$ cat src/rtl/cordic_pkg.sv
// Shared definitions for the iterative CORDIC vectoring block: FSM states,
// gain-compensation constant, angle constants and the arctangent table.
package cordic_pkg;

  typedef enum logic [1:0] {
    ST_IDLE = 2'd0,
    ST_ROT  = 2'd1,
    ST_COMP = 2'd2,
    ST_DONE = 2'd3
  } state_t;

  // CORDIC gain compensation 1/1.64676 = 0.60725 in Q0.16.
  localparam logic [15:0] K_Q16 = 16'd39797;

  // Angle constants in Q3.12 radians.
  localparam logic signed [15:0] PI_Q12      = 16'sd12868;
  localparam logic signed [15:0] HALF_PI_Q12 = 16'sd6434;

  // atan(2^-i) in Q3.12 radians.
  localparam int ATAN_N = 10;
  localparam logic signed [15:0] ATAN_Q12 [ATAN_N] = '{
    16'sd3217, 16'sd1899, 16'sd1003, 16'sd509, 16'sd256,
    16'sd128,  16'sd64,   16'sd32,   16'sd16,  16'sd8
  };

  // Rescale a Q3.12 angle to Q3.(width-4).
  function automatic logic signed [31:0] scale_q12(input logic signed [15:0] v,
                                                   input int width);
    logic signed [31:0] w;
    w = 32'(v);
    if (width >= 16) return w <<< (width - 16);
    return w >>> (16 - width);
  endfunction

endpackage

$ cat src/rtl/cordic_atan_rom.sv
// Arctangent lookup: iteration index -> atan(2^-idx) in Q3.(WIDTH-4) radians.
// Indices beyond the table return 0.
module cordic_atan_rom #(
  parameter int WIDTH = 16,
  parameter int IDX_W = 4
) (
  input  logic [IDX_W-1:0]        idx,
  output logic signed [WIDTH-1:0] atan
);
  import cordic_pkg::*;

  // Table lookup with out-of-range indices mapped to zero.
  always_comb begin
    // NOTE: the output gets a default before any conditional assignment, so no latch is inferred.
    atan = '0;
    for (int k = 0; k < ATAN_N; k++) begin
      if (32'(idx) == k) atan = WIDTH'(scale_q12(ATAN_Q12[k], WIDTH));
    end
  end

endmodule

$ cat src/rtl/cordic_vec_iter.sv
// Iterative CORDIC vectoring unit: converts (x_in, y_in) to magnitude and
// angle, one micro-rotation per clock.
// Build option: define CORDIC_GAIN_COMP_EN to add the COMP state that scales
// the magnitude by 1/gain (latency ITER+2); otherwise mag is the raw,
// saturated CORDIC x (gain ~1.6468, latency ITER+1).
module cordic_vec_iter #(
  parameter int WIDTH = 16,
  parameter int ITER  = 10
) (
  input  logic                    clk,
  input  logic                    rst,
  input  logic                    in_valid,
  output logic                    in_ready,
  input  logic signed [WIDTH-1:0] x_in,
  input  logic signed [WIDTH-1:0] y_in,
  output logic                    out_valid,
  input  logic                    out_ready,
  output logic [WIDTH-1:0]        mag,
  output logic signed [WIDTH-1:0] ang
);
  import cordic_pkg::*;

  localparam int XW    = WIDTH + 2;
  localparam int CNT_W = (ITER > 1) ? $clog2(ITER) : 1;
  localparam logic signed [WIDTH-1:0] PI_Z = WIDTH'(scale_q12(PI_Q12, WIDTH));

  state_t state, state_nxt;

  logic signed [XW-1:0]    x, y;
  logic signed [WIDTH-1:0] z;
  logic [CNT_W-1:0]        cnt;
  logic                    zero_op;
  logic                    last;

  logic signed [XW-1:0]    x_ext, y_ext, x_sh, y_sh, x_rot, y_rot;
  logic signed [WIDTH-1:0] z_rot, atan_i;
  logic                    d;

  // Clamp a guarded x to the unsigned magnitude range.
  function automatic logic [WIDTH-1:0] sat_mag(input logic signed [XW-1:0] v);
    if (v[XW-1]) return '0;
    if (v[XW-2]) return '1;
    return v[WIDTH-1:0];
  endfunction

  cordic_atan_rom #(
    .WIDTH(WIDTH),
    .IDX_W(CNT_W)
  ) u_atan (
    .idx (cnt),
    .atan(atan_i)
  );

  assign x_ext = {{2{x_in[WIDTH-1]}}, x_in};
  assign y_ext = {{2{y_in[WIDTH-1]}}, y_in};
  assign last  = (cnt == CNT_W'(ITER - 1));

  // One micro-rotation from the current (pre-update) x, y, z.
  always_comb begin
    x_sh  = x >>> cnt;
    y_sh  = y >>> cnt;
    d     = y[XW-1];
    x_rot = d ? (x - y_sh) : (x + y_sh);
    y_rot = d ? (y + x_sh) : (y - x_sh);
    z_rot = zero_op ? z : (d ? (z - atan_i) : (z + atan_i));
  end

`ifdef CORDIC_GAIN_COMP_EN
  logic [XW+15:0]       prod;
  logic signed [XW-1:0] x_scaled;

  // Gain compensation: x * K, truncated (x is never negative after vectoring).
  always_comb begin
    prod     = {16'd0, (x[XW-1] ? {XW{1'b0}} : x)} * {{XW{1'b0}}, K_Q16};
    x_scaled = prod[XW+15:16];
  end
`endif

  // State register.
  always_ff @(posedge clk) begin
    // NOTE: sequential state uses non-blocking assignments so every register samples pre-edge values.
    if (!rst) state <= ST_IDLE;
    else      state <= state_nxt;
  end

  // Next-state and handshake outputs.
  always_comb begin
    state_nxt = state;
    in_ready  = 1'b0;
    out_valid = 1'b0;
    case (state)
      ST_IDLE: begin
        in_ready = 1'b1;
        if (in_valid) state_nxt = ST_ROT;
      end
      ST_ROT: begin
`ifdef CORDIC_GAIN_COMP_EN
        if (last) state_nxt = ST_COMP;
`else
        if (last) state_nxt = ST_DONE;
`endif
      end
`ifdef CORDIC_GAIN_COMP_EN
      ST_COMP: state_nxt = ST_DONE;
`endif
      ST_DONE: begin
        out_valid = 1'b1;
        if (out_ready) state_nxt = ST_IDLE;
      end
      default: state_nxt = ST_IDLE;
    endcase
  end

  // Datapath: quadrant pre-rotation, iterations, result capture.
  always_ff @(posedge clk) begin
    // NOTE: datapath registers are reset as well, since their idle values are visible on mag/ang.
    if (!rst) begin
      x       <= '0;
      y       <= '0;
      z       <= '0;
      cnt     <= '0;
      zero_op <= 1'b0;
      mag     <= '0;
      ang     <= '0;
    end else begin
      case (state)
        ST_IDLE: begin
          if (in_valid) begin
            cnt     <= '0;
            zero_op <= (x_in == '0) && (y_in == '0);
            if (x_in[WIDTH-1]) begin
              // Guard bits keep -(-2^(WIDTH-1)) representable.
              x <= -x_ext;
              y <= -y_ext;
              z <= y_in[WIDTH-1] ? -PI_Z : PI_Z;
            end else begin
              x <= x_ext;
              y <= y_ext;
              z <= '0;
            end
          end
        end
        ST_ROT: begin
          x <= x_rot;
          y <= y_rot;
          z <= z_rot;
          if (last) begin
            cnt <= '0;
            ang <= z_rot;
`ifndef CORDIC_GAIN_COMP_EN
            mag <= sat_mag(x_rot);
`endif
          end else begin
            cnt <= cnt + 1'b1;
          end
        end
`ifdef CORDIC_GAIN_COMP_EN
        ST_COMP: mag <= sat_mag(x_scaled);
`endif
        default: ;
      endcase
    end
  end

endmodule

$ cat config.mk
export PLATFORM = sky130hd
export DESIGN_NAME = cordic_vec_iter
export DESIGN_NICKNAME = d
export VERILOG_FILES = /design/src/rtl/cordic_pkg.sv /design/src/rtl/cordic_atan_rom.sv /design/src/rtl/cordic_vec_iter.sv
export SDC_FILE = /design/constraint.sdc
export NUM_CORES = 1
export LEC_CHECK = 0
export ABC_AREA = 1
export ABC_CLOCK_PERIOD_IN_PS = 6000
export CORE_ASPECT_RATIO = 0.5
export CORE_UTILIZATION = 45
export DETAILED_ROUTE_END_ITERATION = 7
export PLACE_DENSITY = 0.67
export REMOVE_ABC_BUFFERS = 1
export SETUP_SLACK_MARGIN = 0.1
export SYNTH_ARGS = -nofsm -noshare
export SYNTH_HDL_FRONTEND = slang
export SYNTH_SLANG_ARGS = --single-unit
export TNS_END_PERCENT = 10
$ cat constraint.sdc
create_clock -name clk -period 6 [get_ports clk]
set_input_delay 1.2 -clock clk [delete_from_list [all_inputs] [get_ports clk]]
set_output_delay 1.2 -clock clk [all_outputs]
set_load 0.1 [all_outputs]
Yosys cells after proc, flatten, opt, wreduce, memory -nomap -nowiden
Cells that the tools add are included.
- logic and storage cells: 89
- bits in registers: 91
- output and inout port bits: 34
- memories: 0
- bits of input ports: 36
- RAM bits: 0
- bits in latches: 0
- memory bits (read-only): 0
- bitwise operators: 0
- reduce and logical (&&, ||, !) cells: 10
- eq/ne operators: 14
- divide/modulo/power cells: 0
- $lt $le $gt $ge: 0
- add/sub/neg operators: 9
- multiply operators: 0
- muxes and demuxes: 46
- shift-type cells: 2
- operator list (cell ; number):
    16-bit two-way mux ; 9
    12-bit two-way mux ; 10
    18-bit two-way mux ; 6
    18-bit one-hot mux with 2 select lines ; 2
    18-bit adder ; 2
    16-bit negation with 18-bit output ; 2
    18-bit by 4-bit >>> shifter with 18-bit output ; 2
    18-bit subtractor ; 2
    16-bit zero test ; 2
    16-bit one-hot mux with 2 select lines ; 1
    16-bit adder ; 1
    4-bit by 3-bit equality test with 1-bit output (second input constant) ; 4
    16-bit subtractor ; 1
    1-bit two-way mux ; 11
    4-bit by 2-bit equality test with 1-bit output (second input constant) ; 2
    4-bit equality test (second input constant) ; 2
    4-bit two-way mux ; 2
    4-bit one-hot mux with 2 select lines ; 1
    2-bit two-way mux ; 3
    2-bit inequality test (second input constant) ; 3
    2-bit one-hot mux with 3 select lines ; 1
    2-bit AND reduction ; 3
    4-bit by 1-bit adder with 4-bit output (second input constant) ; 1
    4-bit by 1-bit equality test with 1-bit output (second input constant) ; 1
    other kinds (7) ; 7

Depth between registers and ports, before layout
- depth in word-level cells: 15
- gate-level depth with buffers: 30

Hierarchy
From an unflattened synthesis, not the netlist that was laid out.
- cells, all modules: 1638
- area total of the unflattened synthesis: 9969.6 µm²
- modules (own cells, without submodules) (module ; seq. area each (µm²) ; area each (µm²) ; instances ; cells an instance):
    cordic_vec_iter ; 1821.7 ; 9775.6 ; 1 ; 1597
    cordic_atan_rom ; 0.0 ; 193.9 ; 1 ; 41

Least setup slack after synthesis
No wires, ideal clock.
- kind: register to register
- start point: register cnt[0]
- end point: register mag[12]
- buffers on the path: 3
- period minus slack after synthesis: 3.795 ns
- setup slack: 2.205 ns
- stages on the path, launching flop included: 29
- arrival time: 3.659 ns
- cells stage by stage: dfxtp_1 -> buf_6 -> inv_4 -> buf_6 -> nand2_2 -> nand3_2 -> nand3_1 -> nand2_1 -> nand2_1 -> nand3_2 -> inv_1 -> ha_1 -> nand3_1 -> o21ai_1 -> nand2_1 -> nor2_1 -> o21ai_1 -> xnor2_1 -> ha_1 -> inv_1 -> nor3_1 -> nand2_1 -> o311ai_0 -> inv_1 -> nand3_2 -> nand2_4 -> buf_12 -> nand3_2 -> a21oi_2
- longest elaborated chain between the ends: 10
- ends and longest elaborated chain (what ; RTL line ; source):
    start, declared ; cordic_vec_iter.sv:31 ; logic [CNT_W-1:0] cnt;
    start signal, assigned ; cordic_vec_iter.sv:154 ; cnt <= cnt + 1'b1;
    18-bit by 4-bit >>> shifter with 18-bit output ; cordic_vec_iter.sv:61 ; y_sh = y >>> cnt;
    18-bit adder / 18-bit subtractor (equally long branches) ; cordic_vec_iter.sv:63 ; x_rot = d ? (x - y_sh) : (x + y_sh);
    18-bit two-way mux ; cordic_vec_iter.sv:63 ;
    1-bit two-way mux (2 in a row) ; cordic_vec_iter.sv:42 ; if (v[XW-2]) return '1;
    1-bit two-way mux ; cordic_vec_iter.sv:147 ; if (last) begin
    1-bit two-way mux ; cordic_vec_iter.sv:126 ; case (state)
    1-bit two-way mux ; cordic_vec_iter.sv:117 ; if (!rst) begin
    16-bit two-way mux ; cordic_vec_iter.sv:43 ; return v[WIDTH-1:0];
    16-bit two-way mux ; cordic_vec_iter.sv:42 ;
    end signal, assigned ; cordic_vec_iter.sv:151 ; mag <= sat_mag(x_rot);
    end, declared ; cordic_vec_iter.sv:18 ; output logic [WIDTH-1:0] mag,
Several ways; a longest one is shown, not always the timed one. The select of a mux whose other input is x is not followed.
A chain may end at the register's enable or synchronous reset.

Final worst setup path
- start point: register cnt[1]
- end point: register mag[15]
The elaborated chain is that of the path after synthesis.

==> results.json <==
{
  "path_clk_slew_ns": 0.08,
  "synth_area_sq_mm": 0.00970,
  "place_congestion": 0.920,
  "grt_pass1_wl_microns": 52900,
  "dr.pass1.iters": 5,
  "arrival_ns": 4.98,
  "placed_cells_incl_taps": 1863,
  "fmax_mhz": 214,
  "status": "completed",
  "coreArea_sq_mm": 0.0208,
  "cts_resized": 0,
  "die_x_microns": 210,
  "ys_seq_area_share_pct": 18.8,
  "grt_overflow": 0,
  "grt_max_degree": 64,
  "n_antenna_cell": 0,
  "end_kind": "flip-flop",
  "finalPower_mw": 3.77,
  "cts-root-buf": "clkbuf_16",
  "path_max_fanout": 18,
  "grt_pass1_vias": 9803,
  "ys_warn_count": 0,
  "timing.final.crit_share_pct": 77.8,
  "design_area_sq_mm": 0.0107,
  "cts_sinks": 91,
  "routed_wl_microns": 33100,
  "initial_core_util_pct": 46.6,
  "htreeDepth": 3,
  "cp.required_ns": 6.31,
  "maxSlewHeadroom_pct": 24.4,
  "final_cells": 1879,
  "insertion_delay_ns": 0.39,
  "ant_nets": 0,
  "portBuffers": 69,
  "clock_path_buffers": 2,
  "fp.dieH_microns": 106,
  "setup_viol": 0,
  "synth_area_per_cell_sq_um": 6.15,
  "yosys.cell_types.count": 53,
  "fin_crit_ns": 4.67,
  "syn_inst": 1577,
  "path_class": "reg -> reg",
  "synth_edf_count": 0,
  "fin_util_pct": 51.6,
  "cap_violations": 0,
  "wl_per_cell_microns": 17.6,
  "maxSlewViolCount": 0,
  "power.leakage_nw": 5.00,
  "cts_buffers": 9,
  "postPlaceCellArea_sq_mm": 0.0105,
  "setup_tns_ns": 0,
  "hold_violations": 0,
  "vias": 10600,
  "max-vdd-ir-drop_mv": 0.134,
  "areaGrowthSynthToFinish_pct": 10.7,
  "hpwl_microns": 25300,
  "holdBufCountCts": 0,
  "ys.flop_type": "dfxtp_1",
  "p_per_area_mw_per_mm2": 351,
  "antenna_found_initial": 0,
  "initialDrtViolationCount": 1006,
  "async_reset_ff_share_pct": 0,
  "post-cts-setup-buffers": 0,
  "skew_ns": 0.00939,
  "drc": 0,
  "worst_pin_slew_ns": 1.13,
  "synth-seq-cells": 91,
  "rsz0062_at_grt": "no",
  "core.rowCount": 37,
  "viasPerCell": 5.64,
  "drive_gt1_share_pct": 9.15,
  "cts_tree": "done",
  "grt_use_total_pct": 30.7,
  "worstHoldPathType": "reg -> reg",
  "startpoint_type": "flip-flop",
  "final_nets": 1694,
  "dieArea_sq_mm": 0.0222,
  "ioPinCount": 70
}
## stage by stage
stage | setup slack, ns | hold slack (ns)
finish | 1.33 | 0.467
global route | 0.792 | 0.507
detailed placement | 1.42 | 0.455
CTS | 1.36 | 0.466
floorplan | 0.441 | 0.454
global placement | 1.56 | 0.451
## metal layers
metal | global-route usage (%) | part of all wire [%] | vias up
met4 | 7.46 | 1.6 | 0
li1 | - | - | 5336
met3 | 5.78 | 7.0 | 30
met5 | 0 | 0 | -
met1 | 44.0 | 49 | 4902
met2 | 47.0 | 43 | 328
## layout by cell type, fill, tap and decap left out, types with 25 or more instances in the layout
cell type,count
clkdlybuf4s50_1,68
nor2_1,93
nand3_2,27
a21oi_1,129
a31oi_1,28
o21ai_0,130
dfxtp_1,91
nand2_1,396
nand2_2,25
xor2_1,37
nand3_1,157
ha_1,54
inv_1,144
## cells by family (layout without fill, tap and decap cells)
family,after synthesis,after routing,synth area share (%)
adder cells (fa/ha/maj),57,57,7.58
AND/OR/NAND/NOR,763,763,35.8
XOR/XNOR,56,56,5.05
flip-flops,91,91,18.8
buffers and inverters,233,262,10.4
AO/OA/AOI/OAI,377,377,22.3
## flip-flops by register name, indices dropped and copies added, names as in the netlist
signal,cells
y,18
state,2
zero_op,1
cnt,4
mag,16
x,18
ang,16
z,16
## report_power, final
part | internal (mW) | leakage (nW) | switching, mW
Combinational | 0.834 | 4.12 | 1.60
Sequential | 0.666 | 0.746 | 0.0877
Clock | 0.294 | 0.140 | 0.285
Total | 1.79 | 5.00 | 1.97
## area by class of cell
| type | count | area, sq um |
|---|---|---|
| repair buffers | 85 | 806 |
| fillers | 2179 | 10100 |
| clock buffers | 11 | 243 |
| multi-input cells | 1253 | 6880 |
| well taps | 273 | 342 |
| clock inverters | 5 | 36.3 |
| flip-flops and latches | 91 | 1820 |
| inverters | 161 | 612 |
## critical path, cell delays in order (launching register included)
cell	delay [ns]
dfxtp_1	0.82
buf_4	0.29
nand2_1	0.12
nand3_1	0.19
nand3_1	0.11
nand2_1	0.15
nand2_1	0.11
nor2_1	0.15
nand2_2	0.11
o21ai_0	0.21
xor2_1	0.17
inv_1	0.06
ha_1	0.35
nand2_1	0.09
nor2_1	0.22
nand4_1	0.18
o311ai_0	0.54
nand3_2	0.19
nand2_4	0.24
nand3_1	0.11
a21oi_1	0.15
## Yosys cell counts (6+ instances only)
cell type,instances,area (sq um)
a211oi_1,6,45.0
nand2_2,24,150
a21o_1,6,45.0
ha_1,54,676
o21bai_1,18,135
buf_6,9,101
inv_2,12,45.0
nand2_1,397,1490
nor2_1,94,353
nor3_1,16,80.1
nand3_2,27,270
nand3_1,157,786
xor2_1,37,324
dfxtp_1,91,1820
o31ai_1,8,60.1
xnor2_1,19,166
a221oi_1,6,52.6
a21oi_1,129,646
clkbuf_1,37,139
nor2_2,8,50.1
buf_2,12,60.1
buf_4,8,60.1
nand4_1,6,37.5
inv_1,144,541
o211ai_1,11,82.6
o21ai_1,7,35.0
a21oi_2,10,87.6
a31oi_1,28,175
o21ai_0,130,651
or2_2,18,113
## path summary, 6_finish.rpt
path,from,endpoint,slack [ns],depth (start not counted)
max,cnt[1]$_SDFFE_PN0P_,mag[15]$_SDFFE_PN0P_,1.33,20
min reg2reg,ang[0]$_SDFFE_PN0P_,ang[0]$_SDFFE_PN0P_,0.47,2
min,ang[0]$_SDFFE_PN0P_,ang[0]$_SDFFE_PN0P_,0.47,2
max reg2reg,cnt[1]$_SDFFE_PN0P_,mag[15]$_SDFFE_PN0P_,1.33,20
Power figures use the tool's default switching activity.
